**config.mk**
```make
export PLATFORM = sky130hd
export DESIGN_NAME = game_ctrl
export DESIGN_NICKNAME = d
export VERILOG_FILES = /design/src/rtl/blackjack_pkg.sv /design/src/rtl/hand_acc.sv /design/src/rtl/game_ctrl.sv
export SDC_FILE = /design/constraint.sdc
export NUM_CORES = 1
export LEC_CHECK = 0
export ABC_CLOCK_PERIOD_IN_PS = 2400
export CAP_MARGIN = 20
export CORE_ASPECT_RATIO = 0.5
export CORE_UTILIZATION = 30
export CTS_CLUSTER_DIAMETER = 120
export CTS_CLUSTER_SIZE = 40
export DETAILED_ROUTE_END_ITERATION = 7
export PLACE_DENSITY = 0.53
export SETUP_SLACK_MARGIN = 0.1
export SYNTH_ARGS = -nofsm -noshare
export SYNTH_HDL_FRONTEND = slang
export SYNTH_SLANG_ARGS = --single-unit
```
**constraint.sdc**
```tcl
create_clock -name clk -period 2.4 [get_ports clk]
set_input_delay 0.6 -clock clk [delete_from_list [all_inputs] [get_ports clk]]
set_output_delay 0.6 -clock clk [all_outputs]
set_load 0.02 [all_outputs]
```
**src/rtl/blackjack_pkg.sv**
```systemverilog
// rtl/blackjack_pkg.sv - shared types, widths and scoring helpers for the blackjack controller
package blackjack_pkg;

  localparam int CARD_W  = 4;
  localparam int TOTAL_W = 5;

  typedef enum logic [2:0] {
    ST_IDLE   = 3'd0,
    ST_DEAL   = 3'd1,
    ST_PLAYER = 3'd2,
    ST_DRAW_P = 3'd3,
    ST_DEALER = 3'd4,
    ST_RESULT = 3'd5
  } game_state_t;

  typedef enum logic [1:0] {
    RES_NONE       = 2'd0,
    RES_PLAYER_WIN = 2'd1,
    RES_DEALER_WIN = 2'd2,
    RES_PUSH       = 2'd3
  } result_t;

  // Hard points of one card: ace scores 1, faces and unused codes score 10.
  function automatic logic [TOTAL_W-1:0] card_points(input logic [CARD_W-1:0] v);
    if (v == 4'd0 || v > 4'd10) begin
      card_points = 5'd10;
    end else begin
      card_points = {1'b0, v};
    end
  endfunction

  // One ace may count 11 whenever that does not bust the hand.
  function automatic logic [TOTAL_W-1:0] best_total(input logic [TOTAL_W-1:0] hard,
                                                    input logic               has_ace);
    if (has_ace && hard <= 5'd11) begin
      best_total = hard + 5'd10;
    end else begin
      best_total = hard;
    end
  endfunction

  // Final outcome once the dealer has finished drawing; dealer bust is checked first.
  function automatic result_t judge(input logic [TOTAL_W-1:0] player,
                                    input logic [TOTAL_W-1:0] dealer,
                                    input logic [TOTAL_W-1:0] limit);
    if (dealer > limit) begin
      judge = RES_PLAYER_WIN;
    end else if (player > dealer) begin
      judge = RES_PLAYER_WIN;
    end else if (player < dealer) begin
      judge = RES_DEALER_WIN;
    end else begin
      judge = RES_PUSH;
    end
  endfunction

endpackage

```
**src/rtl/hand_acc.sv**
```systemverilog
// rtl/hand_acc.sv - one blackjack hand: hard sum, ace flag, best total and card count
module hand_acc
  import blackjack_pkg::*;
(
  input  logic               clk,
  input  logic               rst,
  input  logic               clear,
  input  logic               add,
  input  logic [CARD_W-1:0]  card_value,
  output logic [TOTAL_W-1:0] total,
  output logic [3:0]         cards
);

  logic [TOTAL_W-1:0] hard_q, hard_d;
  logic [TOTAL_W-1:0] total_q, total_d;
  logic               has_ace_q, has_ace_d;
  logic [3:0]         cards_q, cards_d;
  logic [TOTAL_W:0]   sum_wide;

  // Next hand contents; the best total is registered alongside the hard sum.
  always_comb begin
    hard_d    = hard_q;
    has_ace_d = has_ace_q;
    cards_d   = cards_q;
    sum_wide  = {1'b0, hard_q} + {1'b0, card_points(card_value)};
    if (clear) begin
      hard_d    = '0;
      has_ace_d = 1'b0;
      cards_d   = '0;
    end else if (add) begin
      hard_d = sum_wide[TOTAL_W] ? '1 : sum_wide[TOTAL_W-1:0];
      if (card_value == 4'd1) begin
        has_ace_d = 1'b1;
      end
      if (cards_q != 4'hF) begin
        cards_d = cards_q + 4'd1;
      end
    end
    total_d = best_total(hard_d, has_ace_d);
  end

  // Hand registers.
  always_ff @(posedge clk or posedge rst) begin
    if (rst) begin
      hard_q    <= '0;
      has_ace_q <= 1'b0;
      cards_q   <= '0;
      total_q   <= '0;
    end else begin
      hard_q    <= hard_d;
      has_ace_q <= has_ace_d;
      cards_q   <= cards_d;
      total_q   <= total_d;
    end
  end

  assign total = total_q;
  assign cards = cards_q;

endmodule

```
**src/rtl/game_ctrl.sv**
```systemverilog
// rtl/game_ctrl.sv - blackjack game flow: click edges, card request handshake, hands and result
module game_ctrl
  import blackjack_pkg::*;
#(
  parameter int DEALER_STAND = 17,
  parameter int BJ_LIMIT     = 21
)(
  input  logic       clk,
  input  logic       rst,
  input  logic       deal,
  input  logic       hit,
  input  logic       stand,
  output logic       card_req,
  input  logic       card_ack,
  input  logic [3:0] card_value,
  output logic       card_to_dealer,
  output logic [2:0] state,
  output logic [4:0] player_total,
  output logic [4:0] dealer_total,
  output logic [3:0] player_cards,
  output logic [3:0] dealer_cards,
  output logic [1:0] result
);

  localparam logic [TOTAL_W-1:0] STAND_T = TOTAL_W'(DEALER_STAND);
  localparam logic [TOTAL_W-1:0] LIMIT_T = TOTAL_W'(BJ_LIMIT);

  logic [2:0]         btn_q, btn_d;
  logic               deal_edge, hit_edge, stand_edge;
  logic               act_deal, act_hit, act_stand;

  game_state_t        state_q, state_d;
  result_t            result_q, result_d;
  logic               req_q, req_d;
  logic               to_dealer_q, to_dealer_d;
  logic [1:0]         cnt_q, cnt_d;

  logic               hands_clear;
  logic               ack_ok, p_add, d_add;
  logic [TOTAL_W-1:0] p_total, d_total;
  logic [3:0]         p_cards, d_cards;

  // Rising-edge detection on the button levels; deal beats hit beats stand.
  always_comb begin
    btn_d      = {deal, hit, stand};
    deal_edge  = deal  & ~btn_q[2];
    hit_edge   = hit   & ~btn_q[1];
    stand_edge = stand & ~btn_q[0];
    act_deal   = deal_edge;
    act_hit    = hit_edge & ~deal_edge;
    act_stand  = stand_edge & ~deal_edge & ~hit_edge;
  end

  // An ack only counts while a request is outstanding; it goes to the requested hand.
  always_comb begin
    ack_ok = req_q & card_ack;
    p_add  = ack_ok & ~to_dealer_q;
    d_add  = ack_ok &  to_dealer_q;
  end

  // Game sequencing: every draw is request, ack, then one evaluation cycle with the request low.
  always_comb begin
    state_d     = state_q;
    result_d    = result_q;
    req_d       = req_q;
    to_dealer_d = to_dealer_q;
    cnt_d       = cnt_q;
    hands_clear = 1'b0;
    case (state_q)
      ST_IDLE, ST_RESULT: begin
        if (act_deal) begin
          state_d     = ST_DEAL;
          result_d    = RES_NONE;
          hands_clear = 1'b1;
          cnt_d       = 2'd0;
          req_d       = 1'b1;
          to_dealer_d = 1'b0;
        end
      end
      ST_DEAL: begin
        if (req_q) begin
          if (card_ack) begin
            req_d = 1'b0;
            cnt_d = cnt_q + 2'd1;
          end
        end else if (cnt_q == 2'd0) begin
          // Counter wrapped: all four opening cards are in.
          state_d = (p_total == LIMIT_T) ? ST_DEALER : ST_PLAYER;
        end else begin
          req_d       = 1'b1;
          to_dealer_d = cnt_q[0];
        end
      end
      ST_PLAYER: begin
        if (act_hit) begin
          state_d     = ST_DRAW_P;
          req_d       = 1'b1;
          to_dealer_d = 1'b0;
        end else if (act_stand) begin
          state_d = ST_DEALER;
        end
      end
      ST_DRAW_P: begin
        if (req_q) begin
          if (card_ack) begin
            req_d = 1'b0;
          end
        end else if (p_total > LIMIT_T) begin
          state_d  = ST_RESULT;
          result_d = RES_DEALER_WIN;
        end else if (p_total == LIMIT_T) begin
          state_d = ST_DEALER;
        end else begin
          state_d = ST_PLAYER;
        end
      end
      ST_DEALER: begin
        if (req_q) begin
          if (card_ack) begin
            req_d = 1'b0;
          end
        end else if (d_total < STAND_T) begin
          req_d       = 1'b1;
          to_dealer_d = 1'b1;
        end else begin
          state_d  = ST_RESULT;
          result_d = judge(p_total, d_total, LIMIT_T);
        end
      end
      default: begin
        state_d  = ST_IDLE;
        result_d = RES_NONE;
        req_d    = 1'b0;
      end
    endcase
  end

  // Controller registers, cleared asynchronously even mid-handshake.
  always_ff @(posedge clk or posedge rst) begin
    if (rst) begin
      btn_q       <= '0;
      state_q     <= ST_IDLE;
      result_q    <= RES_NONE;
      req_q       <= 1'b0;
      to_dealer_q <= 1'b0;
      cnt_q       <= 2'd0;
    end else begin
      btn_q       <= btn_d;
      state_q     <= state_d;
      result_q    <= result_d;
      req_q       <= req_d;
      to_dealer_q <= to_dealer_d;
      cnt_q       <= cnt_d;
    end
  end

  hand_acc u_player (
    .clk        (clk),
    .rst        (rst),
    .clear      (hands_clear),
    .add        (p_add),
    .card_value (card_value),
    .total      (p_total),
    .cards      (p_cards)
  );

  hand_acc u_dealer (
    .clk        (clk),
    .rst        (rst),
    .clear      (hands_clear),
    .add        (d_add),
    .card_value (card_value),
    .total      (d_total),
    .cards      (d_cards)
  );

  assign card_req       = req_q;
  assign card_to_dealer = to_dealer_q;
  assign state          = state_q;
  assign result         = result_q;
  assign player_total   = p_total;
  assign dealer_total   = d_total;
  assign player_cards   = p_cards;
  assign dealer_cards   = d_cards;

endmodule

```
# Yosys cells after proc, flatten, opt, wreduce, memory -nomap -nowiden
# Index checks and enable logic that the tools add are counted.
# W data, S select, Z words.
dict set report classes {
  add_sub_neg 7
  magnitude_cmp 8
  n_eq_ne 22
  n_mux 62
  bitwise 16
  n_reduce_logical 21
}
# op count
set ops {}
lappend ops {{$mux W5} 8}
lappend ops {{$mux W3} 10}
lappend ops {{$mux W4} 7}
lappend ops {{$ne A2 B2 Y1 const B} 12}
lappend ops {{$mux W1} 23}
lappend ops {{$mux W2} 9}
lappend ops {{$pmux W3 S5} 1}
lappend ops {{$reduce_and A7 Y1} 2}
lappend ops {{$add A5 B4 Y5 const B} 2}
lappend ops {{$gt A5 B5 Y1 const B} 2}
lappend ops {{$le A5 B4 Y1 const B} 2}
lappend ops {{$reduce_bool A2 Y1} 5}
lappend ops {{$and A1 B1 Y1} 9}
lappend ops {{$add A4 B1 Y4 const B} 2}
lappend ops {{$ne A4 B4 Y1 const B} 2}
lappend ops {{$pmux W2 S4} 1}
lappend ops {{$not A1 Y1} 7}
lappend ops {{$add A5 B4 Y6} 1}
lappend ops {{$add A5 B5 Y6} 1}
lappend ops {{$eq A3 B2 Y1 const B} 2}
lappend ops {{$eq A3 B3 Y1 const B} 2}
lappend ops {{$reduce_and A2 Y1} 3}
lappend ops {{$reduce_and A6 Y1} 1}
lappend ops {{$eq A5 B5 Y1 const B} 1}
lappend ops {{other kinds (19)} 21}
dict set report word_totals {
  reg_bits 42
  wordCells 150
}

# Logic depth before layout (Yosys ltp)
dict set report logic_depth {
  depth_word 10
  depth_mapped 13
}

# Hierarchy
# A second synthesis with hierarchy kept.
dict set report unflattened {
  hier_cells 312
  hier_area_um2 2876.5
}
# module instances cells_each area_per_inst_um2 seq_area_each_um2
set modules_own_cells {}
lappend modules_own_cells {{hand_acc at u_player} 1 101 999.7 350.3}
lappend modules_own_cells {game_ctrl 1 112 949.7 300.3}
lappend modules_own_cells {{hand_acc at u_dealer} 1 99 927.1 350.3}

# Worst setup path before layout
# Ideal clock, no wire load.
dict set report synth_path {
  kind {input to register}
  startpoint {in card_value[1]}
  endpoint {reg u_player.total_q[4] (netlist: u_player.total[4])}
  setup_ps 78
  t_arrival_ps 3223
  setup_slack_ps -902
  cell_stages 12
  path_cell_list {or2_2 > a21boi_0 > ha_1 > inv_1 > fa_1 > xor2_1 > a311oi_2 > inv_1 > ha_1 > a31o_2 > mux2_1 > o21bai_1}
}
dict set report synth_via {
  elab_chain_cells 10
  word_cells_on_any_way 16
}
# element line
set synth_lines {}
lappend synth_lines {{start, declared} game_ctrl.sv:15} ;# input logic [3:0] card_value,
lappend synth_lines {{$gt A4 B4 Y1 / $logic_not A4 Y1 (equally long branches)} blackjack_pkg.sv:25} ;# if (v == 4'd0 || v > 4'd10) begin
lappend synth_lines {{$logic_or A1 B1 Y1} blackjack_pkg.sv:25}
lappend synth_lines {{$mux W4 *} blackjack_pkg.sv:25}
lappend synth_lines {{$add A5 B5 Y6 *} hand_acc.sv:25} ;# sum_wide = {1'b0, hard_q} + {1'b0, card_points(card_value)};
lappend synth_lines {{$mux W5 *} hand_acc.sv:31} ;# hard_d = sum_wide[TOTAL_W] ? '1 : sum_wide[TOTAL_W-1:0];
lappend synth_lines {{$mux W5 *} hand_acc.sv:30} ;# end else if (add) begin
lappend synth_lines {{$mux W5 *} hand_acc.sv:26} ;# if (clear) begin
lappend synth_lines {{net u_player.hard_d[2]} hand_acc.sv:14} ;# logic [TOTAL_W-1:0] hard_q, hard_d;
lappend synth_lines {{$le A5 B4 Y1} blackjack_pkg.sv:35} ;# if (has_ace && hard <= 5'd11) begin
lappend synth_lines {{$logic_and A1 B1 Y1} blackjack_pkg.sv:35}
lappend synth_lines {{$mux W5 *} blackjack_pkg.sv:35}
lappend synth_lines {{net u_player.total_d[4]} hand_acc.sv:15} ;# logic [TOTAL_W-1:0] total_q, total_d;
lappend synth_lines {{end signal, assigned} hand_acc.sv:53} ;# total_q <= total_d;
lappend synth_lines {{end, declared} hand_acc.sv:15}
# The timed path passes the listed nets; every way through them passes the cells marked *.
# A chain may end at the register's enable or synchronous reset.

# Worst setup path after layout
# Same ends and word-level chain as after synthesis.

==> flow_summary.yaml <==
run_status:
  status: "finished with violations"
  violations: "setup timing"
floorplan:
  dieWidth_microns: 138.3
  design.die.area_sq_um: 9701
  initial_core_util_pct: 31.45
  num_rows: 24
  pin_count: 35
  die_h_microns: 70.15
  core_sq_um: 8859
synthesis:
  synthMuxAreaShare_pct: 5.433
  yosys.area_share.simple_pct: 19.49
  synth.distinct_cells: 63
  synth_top_family_by_area: "compound AO/OA/AOI/OAI gates"
  async_flop_share_pct: 100.0
  yosysTopAreaCell: "dfrtp_1"
  synth_area_sq_um: 2786
  ys_top_cells_by_area: "dfrtp_1 (36%), ha_1 (9.0%), nor2_1 (4.6%), a21oi_1 (3.1%), nand2_1 (2.7%)"
  ys_ff_latch: 40
  synth_xor_xnor_area_share_pct: 2.200
  synthAdderAreaFrac_pct: 10.42
  ys_warn_count: 0
  avgSynthCellArea_sq_um: 9.166
  synth_seq_area_share_pct: 35.92
  synth_compound_area_share_pct: 21.15
  netlist_instances: 304
  synth-edff-count: 0
  syn_nets: 336
  synth_top_area_share_pct: 35.92
  yosys_most_used_dff: "dfrtp_1"
route:
  route.met3.wl_microns: 209
  dr_wl_met2_mm: 3.604
  drt-met1-wl_mm: 3.924
  drt_iter0_drc: 125
  ant_nets: 0
  via_count: 2637
  via_per_inst: 5.013
  wl_mm: 7.846
  drc_errors: 0
  dr.pass1.iters: 4
  top_layer: "met4"
  avgRoutedWirePerCell_microns: 14.92
min_path:
  hold_class: "flop to flop"
setup_path:
  crit_fanout: 3
  path_delay_family: "compound AO/OA/AOI/OAI gates"
  cp.required_ns: 2.62
  critPathArrivalTime_ns: 3.10
  crit_path_start_kind: "primary input"
  worst_path_max_delay_cell: "fa_2"
  crit_buf_inv: 3
  endpoint_kind: "flop"
  path_cells: "buf_6 > or2_4 > a21boi_4 > ha_4 > inv_2 > fa_2 > xor2_2 > a311oi_2 > inv_1 > ha_2 > a31o_4 > mux2_4 > o21bai_1"
  critPathMaxStageDelay_ns: 0.36
  timing_worst_setup_path_type: "primary input to flop"
sta:
  drv_slew: 0
  rsz0062_at_grt: "yes"
  finalCritPeriodShare_pct: 120.1
  finalSetupViolations: 11
  finalClockSkew_ns: 0.003093
  relSlewSlack_pct: 63.47
  finalHoldViolCount: 0
  setup_ws_ns: -0.4835
  fin_setup_tns_ns: -3.407
  maxClockFrequency_mhz: 346.8
  min_period_ns: 2.883
  worstMarginPinSlew_ns: 0.5443
placed_design:
  place_congestion: 0.8311
  port_buffers: 34
  dp_hpwl_mm: 5.695
  dp.cells: 504
cts:
  numClockSinks: 40
  root_buffer: "clkbuf_16"
  cts_tree: "built"
  numCtsBuffers: 5
  cts-hold-fix-buffers: 0
  clk_pin_slew_ns: 0.06
  worstSkewPairLatency_ns: 0.29
  cts_buffer_depth: 2
  cts_htree_levels: 2
power_and_ir_drop:
  p_leak_uw: 0.001887
  power_density_nw_per_um2: 1315
  ir_worst_vdd_v: 0.0004502
cells_and_area:
  fin_util_pct: 48.28
  syn2layout_area_growth_pct: 53.48
  num-nets-final: 440
  final_cell_count_no_fill: 526
  antenna_cells: 0
  drive_gt1_share_pct: 36.67
global_routing:
  overflow: 0
  grt_pass1_wl_mm: 13.30
  grt_max_degree: 41
  antenna_found_initial: 0
  grt_pass1_vias: 2660
  track_usage_pct: 17.50
flow_run:
  drv_cap: 0
[state kept, by name (all words and copies together), names as in the netlist]
name / count
btn_q: 3
state: 3
u_dealer.cards: 4
u_dealer.has_ace_q: 1
result: 2
u_player.has_ace_q: 1
u_player.total: 4
cnt_q: 2
card_req: 1
card_to_dealer: 1
u_dealer.hard_q: 5
u_dealer.total: 4
u_player.hard_q: 5
u_player.cards: 4
[cell type report]
| class | instances | area [sq um] |
|---|---|---|
| fillers | 797 | 4582 |
| multi-input cells | 231 | 1964 |
| flip-flops and latches | 40 | 1001 |
| repair buffers | 110 | 917.1 |
| well taps | 117 | 146.4 |
| clock buffers | 5 | 125.1 |
| inverters | 20 | 80.08 |
| clock inverters | 3 | 42.54 |
[cell families after synthesis]
| group | count (synthesis) |
|---|---|
| multiplexers | 14 |
| XOR/XNOR | 7 |
| buffers and inverters | 33 |
| AO/OA/AOI/OAI | 83 |
| adder cells (fa/ha/maj) | 22 |
| AND/OR/NAND/NOR | 105 |
| flip-flops | 40 |
[where the power goes]
| part | switching, uW | internal [uW] | leakage [uW] |
|---|---|---|---|
| sequential | 262 | 934 | 0.000509 |
| combinational | 1780 | 1870 | 0.00130 |
| clock | 294 | 489 | 0.0000798 |
[layer usage]
| layer | vias up | track usage [%] |
|---|---|---|
| li1 | 1313 | - |
| met1 | 1270 | 22.96 |
| met2 | 45 | 28.57 |
| met3 | 9 | 3.704 |
| met4 | 0 | 6.367 |
| met5 | - | 0 |
[path summary, 6_finish.rpt]
path | slack, ns | cells past startpoint | endpoint | start
min in group asynchronous | 0.75 | 3 | result[1] | rst
worst min register to register | 0.50 | 1 | result[0] | result[0]
worst max-delay path | -0.48 | 13 | u_player.total[4] | card_value[1]
max in group asynchronous | 1.27 | 3 | u_dealer.cards[3] | rst
worst min-delay path | 0.50 | 1 | result[0] | result[0]
worst max register to register | -0.18 | 11 | u_dealer.total[2] | u_dealer.hard_q[0]
[cell usage after synthesis, types with 4 or more instances]
cell type	number
dfrtp_1	40
nor2_1	34
ha_1	20
nand2_1	20
inv_1	19
a21oi_1	17
o21ai_0	14
nand3_1	8
nor2b_1	8
nor3_1	8
a21o_1	7
buf_2	6
mux2_2	6
xor2_1	6
mux2i_1	5
a31oi_1	4
nand3b_1	4
o21bai_1	4
[cell usage in the layout (no fill, tap or decap), types with 3 or more instances in the layout]
master,n
a21o_1,7
a21oi_1,16
a311oi_2,3
buf_4,75
buf_6,3
clkbuf_16,5
clkdlybuf4s50_1,30
dfrtp_1,40
ha_1,13
ha_2,3
ha_4,4
inv_1,17
mux2_2,4
mux2_4,4
mux2i_1,5
nand2_1,19
nand3_1,8
nand3b_1,4
nand4_1,3
nor2_1,30
nor2_2,3
nor2b_1,7
nor3_1,4
o21ai_0,10
xor2_1,5
[metrics by stage]
step | hold WS [ns] | total power (uW) | instance area, sq um | setup slack (ns)
floorplan | 0.4710 | 3190 | 2895 | -0.5756
global placement | 0.4974 | 4306 | 3772 | -1.156
detailed placement | 0.4962 | 4388 | 3772 | -1.192
CTS | 0.5102 | 5399 | 4099 | -0.4937
global route | 0.5392 | 6073 | 4277 | -0.5969
finish | 0.4994 | 5624 | 4277 | -0.4835
[repair_timing]
action                     in CTS  in global routing
buffers inserted                8                  7
setup endpoints to repair      18                 17
pin swaps                      22                 21
resized for setup              41                 26
Power figures use the tool's default switching activity.
